File: src/rtl/pipe_pkg.sv
// Shared constants for handshaked pipeline-stage registers.
package pipe_pkg;
    localparam logic [1:0] OCC_EMPTY  = 2'd0;
    localparam logic [1:0] OCC_ONE    = 2'd1;
    localparam logic [1:0] OCC_TWO    = 2'd2;
    localparam int         DATA_W_DEF = 48;
    localparam int         CTRL_W_DEF = 6;
    localparam int         STALL_W    = 16;
endpackage

File: src/rtl/pipe_stage_hs_sat_counter.sv
// Saturating up-counter with synchronous clear, shared by performance counters.
module sat_counter #(
    parameter int W = 16
) (
    input  logic         clk,
    input  logic         clear,
    input  logic         inc,
    output logic [W-1:0] count
);
    always_ff @(posedge clk) begin
        if (clear) begin
            count <= '0;
        end else if (inc && (count != {W{1'b1}})) begin
            count <= count + W'(1);
        end
    end
endmodule

File: src/rtl/pipe_stage_hs.sv
// Reusable pipeline-stage register: valid/ready handshake, optional skid entry,
// synchronous flush, control bits zeroed whenever the stage is empty.
module pipe_stage_hs
    import pipe_pkg::*;
#(
    parameter int DATA_W = DATA_W_DEF,
    parameter int CTRL_W = CTRL_W_DEF,
    parameter bit SKID   = 1'b1
) (
    input  logic               clk,
    input  logic               rst,
    input  logic               in_valid,
    output logic               in_ready,
    input  logic [DATA_W-1:0]  in_data,
    input  logic [CTRL_W-1:0]  in_ctrl,
    input  logic               flush,
    output logic               out_valid,
    input  logic               out_ready,
    output logic [DATA_W-1:0]  out_data,
    output logic [CTRL_W-1:0]  out_ctrl,
    output logic [1:0]         occupancy,
    output logic [STALL_W-1:0] stall_cnt
);
    logic [1:0]        occ;
    logic [DATA_W-1:0] main_data;
    logic [CTRL_W-1:0] main_ctrl;
    logic [DATA_W-1:0] skid_data;
    logic [CTRL_W-1:0] skid_ctrl;
    logic              accept;
    logic              emit;

    assign out_valid = (occ != OCC_EMPTY);
    assign accept    = in_valid && in_ready;
    assign emit      = out_valid && out_ready;

    generate
        if (SKID) begin : g_skid
            logic skid_load;

            // Ready depends only on held state, breaking the out_ready->in_ready path.
            assign in_ready  = !rst && (occ != OCC_TWO);
            assign skid_load = (occ == OCC_ONE) && accept && !emit;

            always_ff @(posedge clk) begin
                if (rst || flush) begin
                    skid_ctrl <= '0;
                end else if (skid_load) begin
                    skid_ctrl <= in_ctrl;
                end
            end

            always_ff @(posedge clk) begin
                if (skid_load) begin
                    skid_data <= in_data;
                end
            end
        end else begin : g_no_skid
            assign in_ready  = !rst && (!out_valid || out_ready);
            assign skid_data = '0;
            assign skid_ctrl = '0;
        end
    endgenerate

    // Main register: out_ctrl is cleared on every path into EMPTY.
    always_ff @(posedge clk) begin
        if (rst) begin
            occ       <= OCC_EMPTY;
            main_data <= '0;
            main_ctrl <= '0;
        end else if (flush) begin
            occ       <= OCC_EMPTY;
            main_ctrl <= '0;
        end else begin
            case (occ)
                OCC_EMPTY: begin
                    if (accept) begin
                        occ       <= OCC_ONE;
                        main_data <= in_data;
                        main_ctrl <= in_ctrl;
                    end
                end
                OCC_ONE: begin
                    if (accept && emit) begin
                        main_data <= in_data;
                        main_ctrl <= in_ctrl;
                    end else if (accept) begin
                        occ <= OCC_TWO;
                    end else if (emit) begin
                        occ       <= OCC_EMPTY;
                        main_ctrl <= '0;
                    end
                end
                OCC_TWO: begin
                    if (emit) begin
                        occ       <= OCC_ONE;
                        main_data <= skid_data;
                        main_ctrl <= skid_ctrl;
                    end
                end
                default: begin
                    occ       <= OCC_EMPTY;
                    main_ctrl <= '0;
                end
            endcase
        end
    end

    assign out_data  = main_data;
    assign out_ctrl  = main_ctrl;
    assign occupancy = occ;

    sat_counter #(
        .W(STALL_W)
    ) u_stall (
        .clk  (clk),
        .clear(rst),
        .inc  (out_valid && !out_ready),
        .count(stall_cnt)
    );
endmodule

File: config.mk
export PLATFORM = sky130hd
export DESIGN_NAME = pipe_stage_hs
export DESIGN_NICKNAME = d
export VERILOG_FILES = /design/src/rtl/pipe_pkg.sv /design/src/rtl/pipe_stage_hs_sat_counter.sv /design/src/rtl/pipe_stage_hs.sv
export SDC_FILE = /design/constraint.sdc
export NUM_CORES = 1
export LEC_CHECK = 0
export CORE_UTILIZATION = 51
export CTS_BUF_LIST = sky130_fd_sc_hd__clkbuf_8
export DETAILED_ROUTE_END_ITERATION = 16
export GPL_TIMING_DRIVEN = 1
export PLACE_DENSITY = 0.82
export SLEW_MARGIN = 20
export SYNTH_ARGS = -nofsm -noshare
export SYNTH_HDL_FRONTEND = slang
export SYNTH_SLANG_ARGS = --single-unit
File: constraint.sdc
create_clock -name clk -period 3.48 [get_ports clk]
set_input_delay 0.696 -clock clk [delete_from_list [all_inputs] [get_ports clk]]
set_output_delay 0.696 -clock clk [all_outputs]
set_load 0.02 [all_outputs]
Yosys cells after proc, flatten, opt, wreduce, memory -nomap -nowiden

Index checks and enable logic that the tools add are counted.

Word-level logic and storage cells: 54
Input port bits: 59
Output and inout bits: 74
Memory bits (writable): 0
Bits in read-only memories: 0
Memories: 0
Bits in latches: 0
Register bits after elaboration: 126

Div/mod/pow operators: 0
Bitwise operators: 1
Mux-type cells: 16
Eq/ne operators: 11
Reductions and logical operators: 19
Order comparisons: 0
Multipliers: 0
Shifts and indexed selects: 0
Add/sub/neg operators: 1

Operators by type and width:

| cell                                                  | count |
|---|---|
| 2-to-1 mux 48 bit                                     | 3 |
| case mux 48 bit (3 select lines)                      | 1 |
| 2-to-1 mux 6 bit                                      | 5 |
| case mux 6 bit (3 select lines)                       | 1 |
| adder 16 x 1 -> 16 bit, second input constant         | 1 |
| inequality test 16 bit, second input constant         | 1 |
| 2-to-1 mux 2 bit                                      | 5 |
| logical AND 1 bit                                     | 8 |
| inequality test 2 bit, second input constant          | 4 |
| AND reduction 4 bit                                   | 2 |
| inequality test 3 x 2 -> 1 bit, second input constant | 2 |
| case mux 2 bit (3 select lines)                       | 1 |
| AND reduction 5 bit                                   | 1 |
| logical NOT 1 bit                                     | 3 |
| inequality test 3 bit, second input constant          | 1 |
| nonzero test 3 bit                                    | 1 |
| equality test 2 x 1 -> 1 bit, second input constant   | 1 |
| equality test 2 bit, second input constant            | 1 |
| logical NOT 2 bit                                     | 1 |
| inequality test 2 x 1 -> 1 bit, second input constant | 1 |
| nonzero test 2 bit                                    | 1 |
| OR reduction 2 bit                                    | 1 |
| logical OR 1 bit                                      | 1 |
| inverter 1 bit                                        | 1 |

Logic depth before layout (Yosys ltp)

Gate-level depths: netlist of the first run.

Word-level depth: 6
Depth in mapped cells: 6

Hierarchy

From an unflattened synthesis of the first run, not the netlist that was laid out.

Cells, all modules: 443
Area total of the unflattened synthesis: 5,119.9 um^2

By module, submodules not included:

| module        | area an instance (um^2) | instances | sequential area each (um^2) | cells each |
|---|---|---|---|---|
| pipe_stage_hs | 4,271.6                 | 1         | 2,682.6                     | 344 |
| sat_counter   | 848.3                   | 1         | 320.3                       | 99 |

Least setup slack after synthesis of the first run

Ideal clock, no wire load.

Path type: input to register
Start: in rst
End: reg skid_data[0] (enable)
Arrival time: 2.341 ns
Cell stages on the path: 5
Setup slack: 0.736 ns
Cell sequence: buf_6 nor3b_1 nand3b_1 clkbuf_1 inv_1

Word-level cells in the longest chain between the ends: 5

Ends and longest elaborated chain:

| what                           | line                | text |
|---|---|---|
| start, declared                | pipe_stage_hs.sv:11 | `input logic rst,` |
| logical NOT 1 bit              | pipe_stage_hs.sv:41 | `assign in_ready = !rst && (occ != OCC_TWO);` |
| logical AND 1 bit              | pipe_stage_hs.sv:41 |  |
| logical AND 1 bit              | pipe_stage_hs.sv:33 | `assign accept = in_valid && in_ready;` |
| logical AND 1 bit (2 in a row) | pipe_stage_hs.sv:42 | `assign skid_load = (occ == OCC_ONE) && accept && !emit;` |
| named net g_skid.skid_load     | pipe_stage_hs.sv:38 | `logic skid_load;` |
| end signal, assigned           | pipe_stage_hs.sv:54 | `skid_data <= in_data;` |
| end, declared                  | pipe_stage_hs.sv:27 | `logic [DATA_W-1:0] skid_data;` |

The timed path passes the listed nets, and every way through them passes these cells.
A chain may end at the register's enable or synchronous reset.

Worst setup path after layout of the first run

Start: reg occ[1], in the netlist occupancy[1]
End: out out_valid

Word-level cells in the longest chain between the ends: 1

Ends and longest elaborated chain:

| what                   | line                | text |
|---|---|---|
| start, declared        | pipe_stage_hs.sv:24 | `logic [1:0] occ;` |
| start signal, assigned | pipe_stage_hs.sv:67 | `occ <= OCC_EMPTY;` |
| start signal, assigned | pipe_stage_hs.sv:71 | `occ <= OCC_EMPTY;` |
| start signal, assigned | pipe_stage_hs.sv:77 | `occ <= OCC_ONE;` |
| nonzero test 2 bit     | pipe_stage_hs.sv:32 | `assign out_valid = (occ != OCC_EMPTY);` |
| end, declared          | pipe_stage_hs.sv:17 | `output logic out_valid,` |

No other way between the ends.

==> metrics.yaml, run 1 <==
run_status:
  outcome: "finished, final reports clean"
clock_network:
  hold_buffers: 0
  cts_tree: "yes"
  clk_latency_ps: 420
  path_clk_slew_ps: 70
  cts_resized: 0
  htreeDepth: 4
  cts_made_buffers: 17
  clkSinkCount: 126
  clk_path_buf_depth: 2
  cts_root_buffer: "clkbuf_8"
  post-cts-setup-buffer-count: 0
sta:
  worst_pin_slew_ps: 919
  post-route-period-util_pct: 75.6
  max_freq_mhz: 380
  fin_tns_setup_ps: 0
  max-slew-margin-rel_pct: 38.8
  finalClockSkew_ps: 14.9
  setup_viol: 0
  final_max_slew_viol_count: 0
  hold_viol: 0
  min_period_ps: 2630
  rsz0062_at_grt: "false"
power_and_ir_drop:
  peakVddDrop_v: 0.000266
  power_leakage_nw: 2.34
  finalPower_w: 0.00336
  pwr_density_cell_nw_per_um2: 466
routing:
  drtIter0Drc: 126
  drc: 0
  wire_per_inst_um: 15.8
  vias: 3984
  drtPass1Iterations: 4
  viasPerCell: 5.47
  wl_um: 11500
  postRouteAntennaNets: 0
job:
  cap_viol_max_count: 0
yosys:
  yosys_warnings: 0
  synth_nets: 516
  ys_seq_elements: 126
  yosysSeqAreaShare_pct: 54.7
  ys_async_sr_fraction_pct: 0
  synth.distinct_cells: 47
  synth.avg_cell_area_sq_um: 12.0
  synth_area_sq_um: 5490
  synth_ff_type: "dfxtp_1"
  synth_edf_count: 48
  synthCells: 456
grt:
  grt_max_degree: 97
  overflow: 0
  grt_pass1_vias: 3961
  grt_pass1_wl_um: 18800
  grt.total_usage_pct: 21.2
  antenna_found_initial: 0
critical_path:
  cp.arrival_ps: 1930
  start_kind: "flop"
  end_kind: "output pin"
  r2r_slack_ps: 1300
  required_ps: 2780
  critical_path_class: "flop to output pin"
  critPathMaxFanout: 15
placement:
  place_congestion: 0.804
  io_buffers: 132
  dp_hpwl_um: 7610
final_layout:
  final_common_cell: "clkdlybuf4s50_1"
  final_cell_mix: "clkdlybuf4s50_1 (131), dfxtp_1 (78), nor2_1 (69)"
  nets: 639
  n_antenna_cell: 0
  drive_gt1_share_pct: 16.4
  syn2layout_area_growth_pct: 31.5
floorplanning:
  fp.dieW_um: 106
  die_h_um: 106
  start_util_pct: 52.9
  coreArea_sq_um: 10400
  std_cell_rows: 37
  io_pins: 133
  dieArea_sq_um: 11200
hold_path:
  hold_path_class: "flop to flop"
-- per-layer routing --
layer | up-vias | routed length, um | track usage (%)
met5 | - | 0 | 0
met4 | 0 | 53 | 5.06
met3 | 8 | 676 | 6.74
met2 | 128 | 5520 | 34.7
met1 | 1916 | 5280 | 27.4
li1 | 1932 | - | -
-- registers in the layout, summed over array words and instances, names as in the netlist --
name	cells
out_ctrl	6
skid_data	48
occupancy	2
skid_ctrl	6
u_stall.count	16
out_data	48
-- synth_stat cells (2+ instances only) --
| library cell | number | area [sq um] |
|---|---|---|
| nand2b_1 | 7 | 43.8 |
| buf_6 | 8 | 90.1 |
| mux2i_1 | 55 | 551 |
| buf_2 | 7 | 35.0 |
| nand4_1 | 5 | 31.3 |
| dfxtp_1 | 78 | 1560 |
| a21o_1 | 7 | 52.6 |
| edfxtp_1 | 48 | 1440 |
| o21ai_0 | 10 | 50.1 |
| or4_1 | 2 | 15.0 |
| mux2_2 | 5 | 56.3 |
| o31ai_1 | 3 | 22.5 |
| inv_1 | 5 | 18.8 |
| nand3b_1 | 4 | 30.0 |
| a211oi_2 | 48 | 601 |
| nor2b_1 | 6 | 37.5 |
| nor3b_1 | 2 | 15.0 |
| clkbuf_1 | 10 | 37.5 |
| nand2_1 | 10 | 37.5 |
| and3_1 | 3 | 18.8 |
| a21oi_1 | 18 | 90.1 |
| nor2_1 | 69 | 259 |
| o21bai_1 | 2 | 15.0 |
| nor3_1 | 5 | 25.0 |
| nor4_1 | 2 | 12.5 |
| or3_1 | 2 | 12.5 |
| nand3_1 | 7 | 35.0 |
| clkbuf_8 | 5 | 68.8 |
| and4_1 | 2 | 17.5 |
| a31oi_1 | 4 | 25.0 |
-- per-stage QoR --
step           worst slack, ps  std cells  area, sq um  hold WS [ps]  util, %
6_report                   850        728         7220           481     69.6
5_1_grt                    659        728         7220           499     69.6
4_1_cts                    848        728         7220           482     69.6
3_5_place_dp               630        696         6780           465     65.4
3_3_place_gp               713        696         6780           462     65.4
2_1_floorplan              736        456         5490           463        -
-- layout make-up --
type                    instances  area (sq um)
clock inverters                15           198
clock buffers                  17           234
inverters                       5          18.8
well taps                     136           170
repair buffers                137          1380
multi-input cells             292          2210
flip-flops and latches        126          3000
fillers                       787          3150
-- power breakdown --
group,switching [W],internal (W),total (W)
sequential,0.0000256,0.00157,0.00160
combinational,0.000199,0.000195,0.000394
clock,0.000588,0.000779,0.00137
-- kinds of logic after synthesis --
kind of cell,Yosys count,share of synthesized area (%)
simple gates,133,12.1
flops,126,54.7
fa+ha+maj,1,0.228
buf+inv,38,5.13
compound gates,98,16.8
mux,60,11.1
-- worst max-delay path, cell delays in order (launching register included) --
cell,delay [ps]
dfxtp_1,620
nor2_1,200
inv_1,90
clkdlybuf4s50_1,600
-- final timing paths --
check        depth (start not counted)      endpoint    startpoint
max                                  3     out_valid  occupancy[1]
min                                  2   out_ctrl[0]   out_ctrl[0]
max reg2reg                          5  out_data[38]  occupancy[0]
min reg2reg                          2   out_ctrl[0]   out_ctrl[0]
Power figures use the tool's default switching activity.
==> inputs of run 2 (changes only) <==
==> constraint.sdc (replaced) <==
create_clock -name clk -period 2.5 [get_ports clk]
set_input_delay 0.5 -clock clk [delete_from_list [all_inputs] [get_ports clk]]
set_output_delay 0.5 -clock clk [all_outputs]
set_load 0.02 [all_outputs]
==> metrics.yaml, run 2 (synthesized netlist as in run 1, its figures left out) <==
final_layout:
  num-fill-cells: 754
  n_antenna_cell: 0
  regArea_sq_um: 3010
  final_util_pct: 70.5
  final_common_cell: "clkdlybuf4s50_1"
  nets: 650
  drive_gt1_share_pct: 18.7
  fin_cells: 739
  syn2layout_area_growth_pct: 33.2
  final_cell_mix: "clkdlybuf4s50_1 (131), dfxtp_1 (76), nor2_1 (69)"
  multi_input_area_sq_um: 2210
floorplanning:
  fp.dieW_um: 106
  std_cell_rows: 37
  coreArea_sq_um: 10400
  dieArea_sq_um: 11200
  start_util_pct: 52.9
  die_h_um: 106
  io_pins: 133
critical_path:
  required_ps: 2000
  critical_path_class: "flop to output pin"
  cp.arrival_ps: 1780
  worst-path-buf-inv: 2
  r2r_end: "out_data[9]"
  worstPathCellList: "nor2_1 -> inv_1 -> clkdlybuf4s50_1"
  reg2reg_depth: 6
  r2r_slack_ps: 520
  start_kind: "flop"
  critPathSlowestCell: "clkdlybuf4s50_1"
  critPathMaxFanout: 15
  critPathTopFamily: "buffers and inverters"
  cp_slowest_stage_delay_ps: 540
  end_kind: "output pin"
  r2r-start: "occupancy[0]"
sta:
  min_period_ps: 2280
  holdWs_ps: 480
  layout_setup_ws_ps: 217
  final_max_slew_viol_count: 0
  worst_pin_slew_ps: 758
  rsz0062_at_grt: "false"
  fin_tns_setup_ps: 0
  finalClockSkew_ps: 7.49
  max-slew-margin-rel_pct: 49.0
  hold_viol: 0
  max_freq_mhz: 438
  post-route-period-util_pct: 91.3
  setup_viol: 0
routing:
  wire_per_inst_um: 16.4
  vias: 4036
  drtIter0Drc: 159
  postRouteAntennaNets: 0
  drtPass1Iterations: 6
  viasPerCell: 5.46
  drc: 0
  wl_um: 12100
grt:
  overflow: 0
  antenna_found_initial: 0
  grt.total_usage_pct: 22.4
  grt_pass1_wl_um: 19500
  grt_max_degree: 56
  grt_pass1_vias: 4012
clock_network:
  clk_latency_ps: 430
  cts_root_buffer: "clkbuf_8"
  post-cts-setup-buffer-count: 0
  cts_tree: "yes"
  cts_made_buffers: 17
  clk_path_buf_depth: 2
  hold_buffers: 0
  clkSinkCount: 126
  path_clk_slew_ps: 70
  htreeDepth: 4
power_and_ir_drop:
  power_leakage_nw: 2.37
  peakVddDrop_v: 0.000354
  pwr_density_cell_nw_per_um2: 600
placement:
  place_congestion: 0.783
  io_buffers: 132
  pre_cts_ws_ps: 69.2
  placed_cells: 707
  dp_hpwl_um: 8200
hold_path:
  hold_depth: 2
  hold_start: "rst"
  hold_path_class: "primary input to flop"
  min_to: "out_data[19]"
job:
  cap_viol_max_count: 0
run_status:
  outcome: "finished, final reports clean"
run 2: cell count changes in the layout (fill, tap and decap cells not counted), moves of 3 or more:
cell / change
buf_4: +5
buf_12: +6
clkbuf_8: +3
clkinvlp_4: +5
bufinv_16: -4
run 2: metrics by stage:
step | instance area (sq um) | power, W
floorplan | 5490 | 0.00258
global placement | 6950 | 0.00283
detailed placement | 6950 | 0.00285
CTS | 7310 | 0.00443
global route | 7310 | 0.00457
finish | 7310 | 0.00438
run 2: metal layers:
| layer | vias up | share of wire, % | global-route usage [%] |
|---|---|---|---|
| met1 | 1941 | 43 | 27.1 |
| met2 | 132 | 49 | 37.4 |
| met3 | 12 | 6.8 | 7.61 |
| met5 | - | 0 | 0 |
| li1 | 1951 | - | - |
| met4 | 0 | 1.0 | 7.04 |
run 2: layout make-up:
| class | instances | area share (%) |
|---|---|---|
| tap | 136 | 2.33 |
| multi-input combinational | 292 | 30.2 |
| timing repair buffer | 148 | 21.0 |
| clock buffer | 20 | 3.76 |
| clock inverter | 12 | 1.21 |
| sequential | 126 | 41.1 |
| inverter | 5 | 0.308 |
run 2: what timing repair did:
| action | in CTS | in global routing |
|---|---|---|
| endpoints found under the setup margin | 0 | 2 |
| resized for setup | 0 | 2 |
| endpoints found under the hold margin | 0 | 0 |
run 2: worst max-delay path by stage:
stage,startpoint,slack [ps],cells after the start,endpoint
6_report,occupancy[1],220,3,out_valid
5_1_grt,occupancy[0],60,3,out_valid
4_1_cts,occupancy[1],30,3,out_valid
3_5_place_dp,in_valid,70,7,out_data[14]
3_3_place_gp,in_valid,130,7,out_data[16]
2_1_floorplan,occupancy[1],90,5,skid_data[0]
run 2: report_power, final:
part / switching (W) / internal, W / leakage, nW / total [W]
combinational: 0.000286 / 0.000292 / 1.13 / 0.000578
clock: 0.000813 / 0.000764 / 0.165 / 0.00158
sequential: 0.0000370 / 0.00219 / 1.07 / 0.00223
run 2: worst register-to-register path, cell delays in order, from the launching register on:
cell and delay, ps:
dfxtp_2 400, or4b_4 580, a31oi_4 200, buf_12 210
buf_4 210, nor2_1 80, a211oi_2 230
==> inputs of run 3 (changes only) <==
--- a/config.mk
+++ b/config.mk
@@ -5,12 +5,13 @@
 export SDC_FILE = /design/constraint.sdc
 export NUM_CORES = 1
 export LEC_CHECK = 0
-export CORE_UTILIZATION = 51
+export CORE_UTILIZATION = 54
 export CTS_BUF_LIST = sky130_fd_sc_hd__clkbuf_8
 export DETAILED_ROUTE_END_ITERATION = 16
 export GPL_TIMING_DRIVEN = 1
-export PLACE_DENSITY = 0.82
+export PLACE_DENSITY = 0.87
 export SLEW_MARGIN = 20
 export SYNTH_ARGS = -nofsm -noshare
 export SYNTH_HDL_FRONTEND = slang
+export SYNTH_HIERARCHICAL = 1
 export SYNTH_SLANG_ARGS = --single-unit
==> constraint.sdc (replaced) <==
create_clock -name clk -period 2.8 [get_ports clk]
set_input_delay 0.56 -clock clk [delete_from_list [all_inputs] [get_ports clk]]
set_output_delay 0.56 -clock clk [all_outputs]
set_load 0.02 [all_outputs]
==> metrics.yaml, run 3 <==
critical_path:
  end_kind: "output pin"
  critPathTopFamily: "buffers and inverters"
  required_ps: 2240
  worstPathCellList: "buf_4 -> clkdlybuf4s50_1"
  cp.arrival_ps: 1740
  critical_path_class: "flop to output pin"
  critPathMaxFanout: 14
  worst-path-buf-inv: 2
  cp_slowest_stage_delay_ps: 640
  start_kind: "flop"
  critPathSlowestCell: "clkdlybuf4s50_1"
routing:
  wl_um: 11500
  vias: 3959
  viasPerCell: 5.68
  drtPass1Iterations: 4
  drtIter0Drc: 167
  wire_per_inst_um: 16.5
  postRouteAntennaNets: 0
  drc: 0
power_and_ir_drop:
  pwr_density_cell_nw_per_um2: 583
  power_leakage_nw: 2.28
  peakVddDrop_v: 0.000316
placement:
  dp_hpwl_um: 7620
  io_buffers: 132
  place_congestion: 0.840
clock_network:
  cts_root_buffer: "clkbuf_8"
  cts_made_buffers: 17
  path_clk_slew_ps: 80
  clk_latency_ps: 430
  post-cts-setup-buffer-count: 0
  clkSinkCount: 126
  cts_resized: 0
  htreeDepth: 4
  cts_tree: "yes"
  hold_buffers: 0
  clk_path_buf_depth: 2
grt:
  overflow: 0
  grt_pass1_wl_um: 18900
  grt_pass1_vias: 3931
  antenna_found_initial: 0
  grt.total_usage_pct: 24.4
  grt_max_degree: 61
floorplanning:
  io_pins: 133
  start_util_pct: 55.7
  dieArea_sq_um: 9870
  coreArea_sq_um: 9200
  std_cell_rows: 35
  die_h_um: 99.4
  fp.dieW_um: 99.4
final_layout:
  num-fill-cells: 608
  n_antenna_cell: 0
  final_cell_mix: "clkdlybuf4s50_1 (131), dfxtp_1 (78), nor2_1 (69)"
  final_common_cell: "clkdlybuf4s50_1"
  multi_input_area_sq_um: 1980
  regArea_sq_um: 3000
  nets: 633
  final_util_pct: 75.7
  syn2layout_area_growth_pct: 36.0
  drive_gt1_share_pct: 9.56
yosys:
  ys_seq_elements: 126
  ys_async_sr_fraction_pct: 0
  synth_top_cell_area_share_pct: 30.5
  yosys_warnings: 6
  synthTopCellsByArea: "dfxtp_1 (30%), edfxtp_1 (28%), mux2i_1 (12%)"
  synth_commonest_cells: "dfxtp_1 (78), nor2_1 (69), mux2i_1 (62)"
  synth_area_sq_um: 5120
  synth_nets: 503
  synth_edf_count: 48
  synthCells: 443
  synth.distinct_cells: 45
  yosys.area.top_type: "dfxtp_1"
  synth.avg_cell_area_sq_um: 11.6
  synth_ff_type: "dfxtp_1"
  yosysSeqAreaShare_pct: 58.7
  synthMostInstantiatedCell: "dfxtp_1"
sta:
  finalClockSkew_ps: 11.2
  final_max_slew_viol_count: 0
  fin_tns_setup_ps: 0
  rsz0062_at_grt: "false"
  max_freq_mhz: 434
  post-route-period-util_pct: 82.3
  holdWs_ps: 497
  hold_viol: 0
  worst_pin_slew_ps: 837
  min_period_ps: 2300
  setup_viol: 0
  max-slew-margin-rel_pct: 44.2
run_status:
  outcome: "finished, final reports clean"
job:
  cap_viol_max_count: 0
hold_path:
  hold_path_class: "flop to flop"
[run 3: changes by cell type after synthesis, moves of 6 or more]
cell       delta
a22oi_1       +6
a21o_1        -7
clkbuf_1      +8
o2bb2ai_1     +6
a211oi_1     +47
mux2i_1       +7
nand2b_1      -6
o21ai_0       -6
buf_6         -8
buf_2         +6
a211oi_2     -48
[run 3: metal layers]
metal  track usage [%]  share of wire [%]  vias to the layer above
met5                 0                  0                        -
met4              9.39                1.5                        0
met3              5.90                5.5                       17
met2              39.7                 49                      125
met1              31.7                 44                     1884
li1                  -                  -                     1933
[run 3: cells by family after synthesis]
| kind of cell | after synthesis | share of synthesized area [%] |
|---|---|---|
| compound gates | 89 | 12.6 |
| xor+xnor | 2 | 0.342 |
| fa+ha+maj | 1 | 0.244 |
| buf+inv | 37 | 3.03 |
| flops | 126 | 58.7 |
| mux | 63 | 12.3 |
| simple gates | 125 | 12.8 |
[run 3: worst paths after layout]
path	slack, ps	cells past startpoint	from	end
hold reg to reg	500	2	out_data[16]	out_data[16]
hold / removal	500	2	out_data[16]	out_data[16]
setup reg to reg	720	6	occupancy[0]	out_data[29]
setup / recovery	500	2	occupancy[1]	occupancy[1]
[run 3: per-stage QoR]
step | power (W) | setup WS [ps] | std cells | cell area, sq um
after global routing | 0.00421 | 420 | 697 | 6970
after CTS | 0.00409 | 482 | 697 | 6970
after global placement | 0.00246 | 265 | 665 | 6550
final | 0.00406 | 496 | 697 | 6970
after detailed placement | 0.00248 | 125 | 665 | 6550
after floorplan | 0.00224 | 218 | 443 | 5120
[run 3: report_power, final]
group | leakage (nW) | internal, W | switching [W] | total, W
logic | 1.01 | 0.000227 | 0.000223 | 0.000450
registers | 1.07 | 0.00196 | 0.0000320 | 0.00199
clock network | 0.200 | 0.000823 | 0.000800 | 0.00162
total | 2.28 | 0.00301 | 0.00106 | 0.00406
[run 3: worst reg2reg max path: cells and delay by family (launching register included)]
family	cells	cell delay, ps
AND/OR/NAND/NOR	2	660
AO/OA/AOI/OAI	2	430
flip-flops	1	340
buffers and inverters	2	560
[run 3: area by class of cell]
type / instances / area share [%]
multi-input cells: 280 / 28.4
clock inverters: 15 / 2.55
inverters: 4 / 0.216
clock buffers: 17 / 3.36
well taps: 111 / 1.99
flip-flops and latches: 126 / 43.1
repair buffers: 144 / 20.4
